**config.mk**
```make
export PLATFORM = sky130hd
export DESIGN_NAME = fetch_unit_flat
export DESIGN_NICKNAME = d
export VERILOG_FILES = /design/src/rtl/fetch_unit_if.sv /design/src/rtl/fetch_unit.sv /design/src/flat_wrapper.sv
export SDC_FILE = /design/constraint.sdc
export NUM_CORES = 1
export LEC_CHECK = 0
export CORE_AREA = 4 4 110 154
export CTS_CLUSTER_DIAMETER = 150
export DETAILED_ROUTE_END_ITERATION = 8
export DIE_AREA = 0 0 114 158
export DONT_BUFFER_PORTS = 1
export PLACE_DENSITY = 0.75
export SLEW_MARGIN = 30
export SYNTH_ARGS = -nofsm -noshare
export SYNTH_HDL_FRONTEND = slang
export SYNTH_SLANG_ARGS = --single-unit
```
**constraint.sdc**
```tcl
create_clock -name clk -period 3.7 [get_ports clk]
set_clock_uncertainty 0.2 [all_clocks]
set_input_delay 1.11 -clock clk [delete_from_list [all_inputs] [get_ports clk]]
set_output_delay 1.11 -clock clk [all_outputs]
set_load 0.02 [all_outputs]
```
**src/rtl/fetch_unit_if.sv**
```systemverilog
// Fetch-stage bus bundle: instruction memory req/ack port plus the decode valid/ready port.
// The master modport is the fetch unit; the slave modport is its environment (imem + decode).
interface fetch_unit_if #(
  parameter int CNT_W = 32
);
  logic             imem_req;
  logic [31:0]      imem_addr;
  logic             imem_ack;
  logic [31:0]      imem_rdata;
  logic             id_valid;
  logic             id_ready;
  logic [31:0]      id_inst;
  logic [31:0]      id_pc;
  logic [1:0]       npc_sel;
  logic             br_eq;
  logic [CNT_W-1:0] fetch_cnt;
  logic [CNT_W-1:0] wait_cnt;

  modport master (
    output imem_req, imem_addr,
    input  imem_ack, imem_rdata,
    output id_valid, id_inst, id_pc,
    input  id_ready, npc_sel, br_eq,
    output fetch_cnt, wait_cnt
  );

  modport slave (
    input  imem_req, imem_addr,
    output imem_ack, imem_rdata,
    input  id_valid, id_inst, id_pc,
    output id_ready, npc_sel, br_eq,
    input  fetch_cnt, wait_cnt
  );
endinterface

```
**src/rtl/fetch_unit.sv**
```systemverilog
// Non-pipelined instruction fetch: one imem word per req/ack, held for decode until accepted,
// then the next PC is formed from decode's npc_sel and the branch compare.
module fetch_unit #(
  parameter logic [31:0] RESET_PC = 32'hBFC0_0000,
  parameter int          CNT_W    = 32
) (
  input  logic          clk,
  input  logic          resetn,
  fetch_unit_if.master  bus
);

  typedef enum logic [1:0] {
    S_IDLE = 2'd0,
    S_REQ  = 2'd1,
    S_HOLD = 2'd2
  } state_e;

  localparam logic [1:0] SEL_SEQ  = 2'b00;
  localparam logic [1:0] SEL_JUMP = 2'b01;
  localparam logic [1:0] SEL_BR   = 2'b10;

  state_e           state_q, state_d;
  logic [31:0]      pc_q, pc_d;
  logic [31:0]      inst_q, inst_d;
  logic [CNT_W-1:0] fetch_cnt_q, fetch_cnt_d;
  logic [CNT_W-1:0] wait_cnt_q, wait_cnt_d;

  logic             ack_hit;
  logic             accept;
  logic [31:0]      pc4;
  logic [31:0]      jmp_tgt;
  logic [31:0]      br_off;
  logic [31:0]      npc;

  assign ack_hit = (state_q == S_REQ)  && bus.imem_ack;
  assign accept  = (state_q == S_HOLD) && bus.id_ready;

  // Next-PC datapath; everything wraps mod 2^32 by plain 32-bit arithmetic.
  assign pc4     = pc_q + 32'd4;
  assign jmp_tgt = {pc4[31:28], inst_q[25:0], 2'b00};
  assign br_off  = {{14{inst_q[15]}}, inst_q[15:0], 2'b00};

  always_comb begin
    npc = pc4;
    case (bus.npc_sel)
      SEL_SEQ:  npc = pc4;
      SEL_JUMP: npc = jmp_tgt;
      SEL_BR:   npc = bus.br_eq ? (pc4 + br_off) : pc4;
      default:  npc = pc4;
    endcase
  end

  // State register
  always_ff @(posedge clk or negedge resetn) begin
    if (!resetn) begin
      state_q     <= S_IDLE;
      pc_q        <= RESET_PC;
      inst_q      <= '0;
      fetch_cnt_q <= '0;
      wait_cnt_q  <= '0;
    end else begin
      state_q     <= state_d;
      pc_q        <= pc_d;
      inst_q      <= inst_d;
      fetch_cnt_q <= fetch_cnt_d;
      wait_cnt_q  <= wait_cnt_d;
    end
  end

  // Next-state and datapath update
  always_comb begin
    state_d     = state_q;
    pc_d        = pc_q;
    inst_d      = inst_q;
    fetch_cnt_d = fetch_cnt_q;
    wait_cnt_d  = wait_cnt_q;
    case (state_q)
      S_IDLE: state_d = S_REQ;
      S_REQ: begin
        if (ack_hit) begin
          inst_d      = bus.imem_rdata;
          fetch_cnt_d = fetch_cnt_q + 1'b1;
          state_d     = S_HOLD;
        end else begin
          wait_cnt_d  = wait_cnt_q + 1'b1;
        end
      end
      S_HOLD: begin
        // npc_sel/br_eq only matter here, in the accept cycle.
        if (accept) begin
          pc_d    = npc;
          state_d = S_REQ;
        end
      end
      default: state_d = S_IDLE;
    endcase
  end

  // Outputs decoded from state; address and held word come straight from registers
  always_comb begin
    bus.imem_req  = (state_q == S_REQ);
    bus.id_valid  = (state_q == S_HOLD);
    bus.imem_addr = pc_q;
    bus.id_pc     = pc_q;
    bus.id_inst   = inst_q;
    bus.fetch_cnt = fetch_cnt_q;
    bus.wait_cnt  = wait_cnt_q;
  end

endmodule
```
**src/flat_wrapper.sv**
```systemverilog
// flat-port wrapper written by rule: the top's interface ports become plain ports
module fetch_unit_flat 
#(
  parameter logic [31:0] RESET_PC = 32'hBFC0_0000,
  parameter int          CNT_W    = 32
)
  (clk, resetn, bus_imem_req, bus_imem_addr, bus_imem_ack, bus_imem_rdata, bus_id_valid, bus_id_inst, bus_id_pc, bus_id_ready, bus_npc_sel, bus_br_eq, bus_fetch_cnt, bus_wait_cnt);
  fetch_unit_if #(.CNT_W(CNT_W)) bus_i ();
  input  logic clk;
  input  logic resetn;
  output wire logic [$bits(bus_i.imem_req)-1:0] bus_imem_req;
  output wire logic [$bits(bus_i.imem_addr)-1:0] bus_imem_addr;
  input wire logic [$bits(bus_i.imem_ack)-1:0] bus_imem_ack;
  input wire logic [$bits(bus_i.imem_rdata)-1:0] bus_imem_rdata;
  output wire logic [$bits(bus_i.id_valid)-1:0] bus_id_valid;
  output wire logic [$bits(bus_i.id_inst)-1:0] bus_id_inst;
  output wire logic [$bits(bus_i.id_pc)-1:0] bus_id_pc;
  input wire logic [$bits(bus_i.id_ready)-1:0] bus_id_ready;
  input wire logic [$bits(bus_i.npc_sel)-1:0] bus_npc_sel;
  input wire logic [$bits(bus_i.br_eq)-1:0] bus_br_eq;
  output wire logic [$bits(bus_i.fetch_cnt)-1:0] bus_fetch_cnt;
  output wire logic [$bits(bus_i.wait_cnt)-1:0] bus_wait_cnt;
  assign bus_imem_req = bus_i.imem_req;
  assign bus_imem_addr = bus_i.imem_addr;
  assign bus_i.imem_ack = bus_imem_ack;
  assign bus_i.imem_rdata = bus_imem_rdata;
  assign bus_id_valid = bus_i.id_valid;
  assign bus_id_inst = bus_i.id_inst;
  assign bus_id_pc = bus_i.id_pc;
  assign bus_i.id_ready = bus_id_ready;
  assign bus_i.npc_sel = bus_npc_sel;
  assign bus_i.br_eq = bus_br_eq;
  assign bus_fetch_cnt = bus_i.fetch_cnt;
  assign bus_wait_cnt = bus_i.wait_cnt;
  fetch_unit #(.RESET_PC(RESET_PC), .CNT_W(CNT_W)) u_core (.clk(clk), .resetn(resetn), .bus(bus_i));
endmodule
```
# Word-level counts from Yosys, hierarchy flattened

Index checks and enable logic that the tools add are counted.
Widths: inputs -> output; s select.

Output and inout bits: 162
Register bits: 130
Word-level logic and storage cells: 28
Input bits: 39

Bitwise operators: 1
Equality and inequality tests: 6
Multiplexer cells: 5
Add/sub/neg operators: 4
Reduce and logical (&&, ||, !) cells: 7

Operator list:

| operator              | number |
|---|---|
| $add 32x1->32 const B | 2 |
| $pmux 32 s2           | 1 |
| $add 32x3->32 const B | 1 |
| $add 32x32->32        | 1 |
| $mux 32               | 1 |
| $reduce_and 2->1      | 4 |
| $pmux 2 s3            | 1 |
| $eq 2x1->1 const B    | 2 |
| $eq 2x2->1 const B    | 2 |
| $mux 2                | 2 |
| $ne 2x1->1 const B    | 2 |
| $logic_and 1x1->1     | 2 |
| $logic_not 2->1       | 1 |
| $not 1->1             | 1 |

# Longest topological paths before layout

Word-level depth: 4
Gate-level depth with buffers: 17
Gate-level depth less buffers: 17

# Worst setup path before layout

OpenSTA, ideal clock, no wires.

Path kind: reg-to-reg
Start: reg u_core.pc_q[3] (netlist: u_core.bus.id_pc[3])
End: reg u_core.pc_q[31] (netlist: u_core.bus.id_pc[31])
Required time: 3.406 ns
Setup time: 0.094 ns
Path slack: -0.400 ns
Buffers on the path: 0
Stages on the path, launching flop included: 15
Clock period less this slack: 4.100 ns
Data arrival time: 3.806 ns
Path through: dfrtp_1 ha_1 and4_1 nand4_1 nor3_1 xor2_1 ha_1 a21oi_1 o211ai_1 a311o_1 a22oi_1 o211a_1 nor3_1 a21boi_1 or4_1

Cells in the longest elaborated chain, start to end: 4

Ends and longest elaborated chain:

| element                | RTL line         | text |
|---|---|---|
| from (decl)            | fetch_unit.sv:23 | `logic [31:0] pc_q, pc_d;` |
| from (signal assigned) | fetch_unit.sv:63 | `pc_q <= pc_d;` |
| $add 32x3->32 (*)      | fetch_unit.sv:39 | `assign pc4 = pc_q + 32'd4;` |
| $add 32x32->32         | fetch_unit.sv:48 | `SEL_BR: npc = bus.br_eq ? (pc4 + br_off) : pc4;` |
| $mux 32                | fetch_unit.sv:48 |  |
| $pmux 32 s2 (*)        | fetch_unit.sv:45 | `case (bus.npc_sel)` |

Every way passes the cells marked *; elsewhere a longest branch is shown, timed or not.
A chain may end at the register's enable or synchronous reset.

# Worst setup path in the final report

Ends and elaborated chain as after synthesis.

==> impl.org <==
** Clocking
- Number of clock buffers inserted by TritonCTS :: 17
- Max clock buf depth :: 2
- After clock tree synthesis, the clock-pin slew on the worst setup and hold paths is 0.06 ns.
- CTS saw 128 sinks.
- Clock network latency to the later pin of the worst-skew pair :: 0.42 ns
- The cell sitting at the root of the clock tree is a sky130_fd_sc_hd__clkbuf_16.
- Max H-tree Level :: 4
- TritonCTS built the clock tree.

** Run status
- The flow ran to the end, but the final reports show violations.
- Violations in the final reports :: setup timing

** Finish
- Final instance count without filler cells :: 1169
- Area Overhead vs Synth :: 26.4%
- Share of cells above drive strength 1 :: 32.7%
- Fin util :: 66.1%
- Ant diodes :: 0
- Nets :: 1042

** Die
- Vertical extent of the die :: 158 um
- For this configuration, the core starts out at a cell density of 52.3%.
- The total area inside the core boundary comes to 15500 um^2.
- The floorplan step set the die width to 114 um.
- During I/O placement, the number of pins put on the boundary was 201.
- The floorplan has 54 rows.
- The die covers 18000 um^2.

** Timing
- Final max-slew violation count :: 0
- Setup violations remaining at the end of the flow were counted as 9.
- Share of the clock period used by the worst path :: 108%
- Final hold analysis gives a worst-case slack of 0.185 ns.
- Setup slack on the critical path of the routed design comes to -0.308 ns.
- Headroom to the max-slew limit :: 51.0%
- Setup repair after global routing could not meet its margin everywhere.
- The total count of hold-check failures in the final report was 0.
- Max frequency :: 249 MHz
- Slew at the pin closest to its max-slew limit :: 0.735 ns
- Final critical path time including I/O delays and setup :: 4.01 ns

** Logic synthesis
- Counting flops with an async set or reset pin after synthesis yields a share of 100%.
- In this run, synthesis inferred 0 flip-flops with an integrated enable.
- Sequential element share of the synthesized area :: 39.5%
- After synthesis, the mean cell area works out to 9.62 um^2.
- Leading post-synthesis cells by instance count :: sky130_fd_sc_hd__dfrtp_1, sky130_fd_sc_hd__nand2_1, sky130_fd_sc_hd__xnor2_1
- Leading cell type by number of instances after synthesis :: sky130_fd_sc_hd__dfrtp_1
- Yosys printed 0 warnings.
- Number of flip-flops and latches in the synthesized netlist :: 128
- Mapped Area :: 8130 um^2
- The most used flip-flop cell after synthesis is sky130_fd_sc_hd__dfrtp_1.
- Yosys top cell area share :: 36.6%
- The largest total area in the synthesized netlist belongs to sky130_fd_sc_hd__dfrtp_1.
- Counting distinct cell types in the post-synthesis netlist gives 67.
- Ranked by total cell area, the synthesized netlist is headed by sky130_fd_sc_hd__dfrtp_1, sky130_fd_sc_hd__xnor2_1, sky130_fd_sc_hd__ha_1.
- Count of mapped cells out of synthesis :: 845

** Placement
- Placed wire-length estimate :: 16700 um
- Input and output buffers added on the ports amount to 0.
- Worst slack, placed :: -0.269 ns
- The number of placed instances, taps included, is 1119.
- The congestion estimate from routability-driven global placement came to 0.944.

** Worst setup path
- Among all stages on the critical path, the largest delay is contributed by sky130_fd_sc_hd__or4_1.
- Endpoint kind of the worst setup timing path :: flop
- Critical path required time :: 3.83 ns
- Walking the worst path, the cells encountered are ha_4 -> and4_4 -> nand4_1 -> buf_4 -> inv_4 -> nand4_1 -> xnor2_2 -> ha_1 -> buf_4 -> nand3_1 -> nand2_1 -> a221o_1 -> a22oi_2 -> o211a_1 -> nor3_2 -> a21boi_1 -> or4_1.
- On the worst path, the slowest cell contributes a delay of 0.50 ns.
- Data on the critical path arrives at its endpoint at 4.14 ns.
- The worst setup path is launched from a flop.
- Along the worst path, the maximum fanout reaches 3.
- WS Path Type :: reg -> reg

** Detailed routing
- Iter 0 DRT Violations :: 477
- For this run, design rule violations remaining after detail routing come to 0.
- The final route contains 7139 vias.
- For this block, the routed nets add up to 23900 um of wire.
- Number of antenna-violating nets in the routed design :: 0
- First-pass detailed-route iteration total :: 6
- Per-cell routed wire length :: 20.5 um
- Vias/cell :: 6.11

** GRT
- Maximum number of pins on one net before global-route repair :: 129
- Total gr overflow :: 0
- Global routing consumed, on the met2 layer, 45.5% of the routing resources.
- In the global route stage, met1 resource usage came out at 27.4%.
- Global-route wire length before repair :: 36600 um
- Routing usage on met3 :: 7.61%
- The number of antenna violations at the first check in global routing came to 0.
- Most Used Layer, Global Route :: met2
- The via count of the first global-routing pass came to 7339.
- For this run, the total global-route usage over all layers was measured as 25.6%.

** Flow run
- Reported max-cap violation count :: 0

** Power
- Total power after layout :: 9.41 mW
- Across the VDD grid, the largest voltage drop is 0.613 mV.
- Summed over all cells, the static leakage comes to 4.72 nW.
- Dividing total power by cell area gives a power density of 916 nW/um^2.

** Min path
- Type of the tightest min-delay check :: in -> async
==> routing by layer <==
metal / vias up / part of all wire (%)
li1: 3226 / -
met2: 328 / 52
met5: - / 0
met3: 80 / 8.5
met1: 3505 / 36
met4: 0 / 4.1
==> worst max-delay path, delay by kind of cell, from the launching register on <==
| kind | cells | cell delay, ns |
|---|---|---|
| and+or+nand+nor | 7 | 1.27 |
| AOI/OAI and AO/OA | 4 | 0.91 |
| adders and majority gates | 2 | 0.48 |
| buffers and inverters | 3 | 0.46 |
| DFF | 1 | 0.41 |
| xor gates and xnor gates | 1 | 0.18 |
==> path summary, 6_finish.rpt <==
path	slack, ns	endpoint	depth (start not counted)	startpoint
worst max-delay path	-0.31	u_core.bus.id_pc[31]$_DFFE_PN1P_	17	u_core.bus.id_pc[3]$_DFFE_PN0P_
worst min-delay path	0.18	u_core.bus.fetch_cnt[29]$_DFFE_PN0P_	0	resetn
worst max register to register	-0.31	u_core.bus.id_pc[31]$_DFFE_PN1P_	17	u_core.bus.id_pc[3]$_DFFE_PN0P_
worst min register to register	0.31	u_core.state_q[0]$_DFFE_PN0P_	1	u_core.state_q[0]$_DFFE_PN0P_
max in group asynchronous	2.88	u_core.bus.id_pc[26]$_DFFE_PN1P_	0	resetn
min in group clk	0.31	u_core.state_q[0]$_DFFE_PN0P_	1	u_core.state_q[0]$_DFFE_PN0P_
==> cells by family after synthesis <==
logic type,Yosys count,share of synthesized area [%]
muxes,35,4.80
AOI/OAI and AO/OA,169,13.7
other,1,0.0461
DFF,128,39.5
xor gates and xnor gates,114,12.3
and+or+nand+nor,279,17.7
adders and majority gates,43,6.71
buffers and inverters,76,5.20
==> through the flow <==
step / cell area, um^2 / setup TNS, ns
after floorplan: 8230 / -0.115
after global placement: 9120 / -0.325
after detailed placement: 9120 / -0.799
after CTS: 9900 / -0.832
after global routing: 10300 / -3.76
final: 10300 / -1.66
==> state kept, by name, indices dropped and copies added, names as in the netlist <==
name                  flops
u_core.bus.id_inst       32
u_core.bus.wait_cnt      32
u_core.bus.id_pc         30
u_core.state_q            2
u_core.bus.fetch_cnt     32
==> power breakdown <==
part / internal [mW] / total, mW / leakage (nW) / switching, mW
clock: 0.887 / 1.61 / 0.269 / 0.726
sequential: 1.82 / 2.61 / 1.62 / 0.785
combinational: 2.44 / 5.19 / 2.83 / 2.75
total: 5.15 / 9.41 / 4.72 / 4.26
==> layout make-up <==
class                      count  area (um^2)
clock inverter                15          140
clock buffer                  17          425
timing repair buffer         151         1170
inverter                      18         72.6
tap                          196          245
multi-input combinational    644         5000
fill                        1135         5260
sequential                   128         3220
==> layout by cell type (no fill, tap or decap), types with 8 or more instances in the layout <==
cell type | synthesis | final
sky130_fd_sc_hd__clkbuf_16 | 0 | 17
sky130_fd_sc_hd__and3_1 | 26 | 20
sky130_fd_sc_hd__nor2b_1 | 10 | 9
sky130_fd_sc_hd__dfstp_2 | 9 | 9
sky130_fd_sc_hd__inv_1 | 18 | 15
sky130_fd_sc_hd__nand2_1 | 88 | 84
sky130_fd_sc_hd__nor2_1 | 49 | 46
sky130_fd_sc_hd__a21oi_1 | 41 | 28
sky130_fd_sc_hd__nand4_1 | 18 | 18
sky130_fd_sc_hd__a21oi_2 | 0 | 12
sky130_fd_sc_hd__a22oi_1 | 10 | 9
sky130_fd_sc_hd__dfrtp_2 | 0 | 8
sky130_fd_sc_hd__xnor2_2 | 0 | 9
sky130_fd_sc_hd__a21o_1 | 13 | 13
sky130_fd_sc_hd__nand3_1 | 37 | 34
sky130_fd_sc_hd__xor2_1 | 39 | 37
sky130_fd_sc_hd__ha_1 | 42 | 36
sky130_fd_sc_hd__mux2_2 | 32 | 32
sky130_fd_sc_hd__xnor2_1 | 75 | 66
sky130_fd_sc_hd__o21ai_0 | 35 | 32
sky130_fd_sc_hd__buf_4 | 36 | 143
sky130_fd_sc_hd__dfrtp_1 | 119 | 111
==> timing repair <==
item / CTS / global route
setup endpoints to repair: 10 / 15
hold buffers: 0 / 0
setup buffers: 8 / 13
pin swaps: 21 / 46
gates resized for setup: 28 / 62
hold endpoints to repair: 0 / 0
Power figures use the tool's default switching activity.
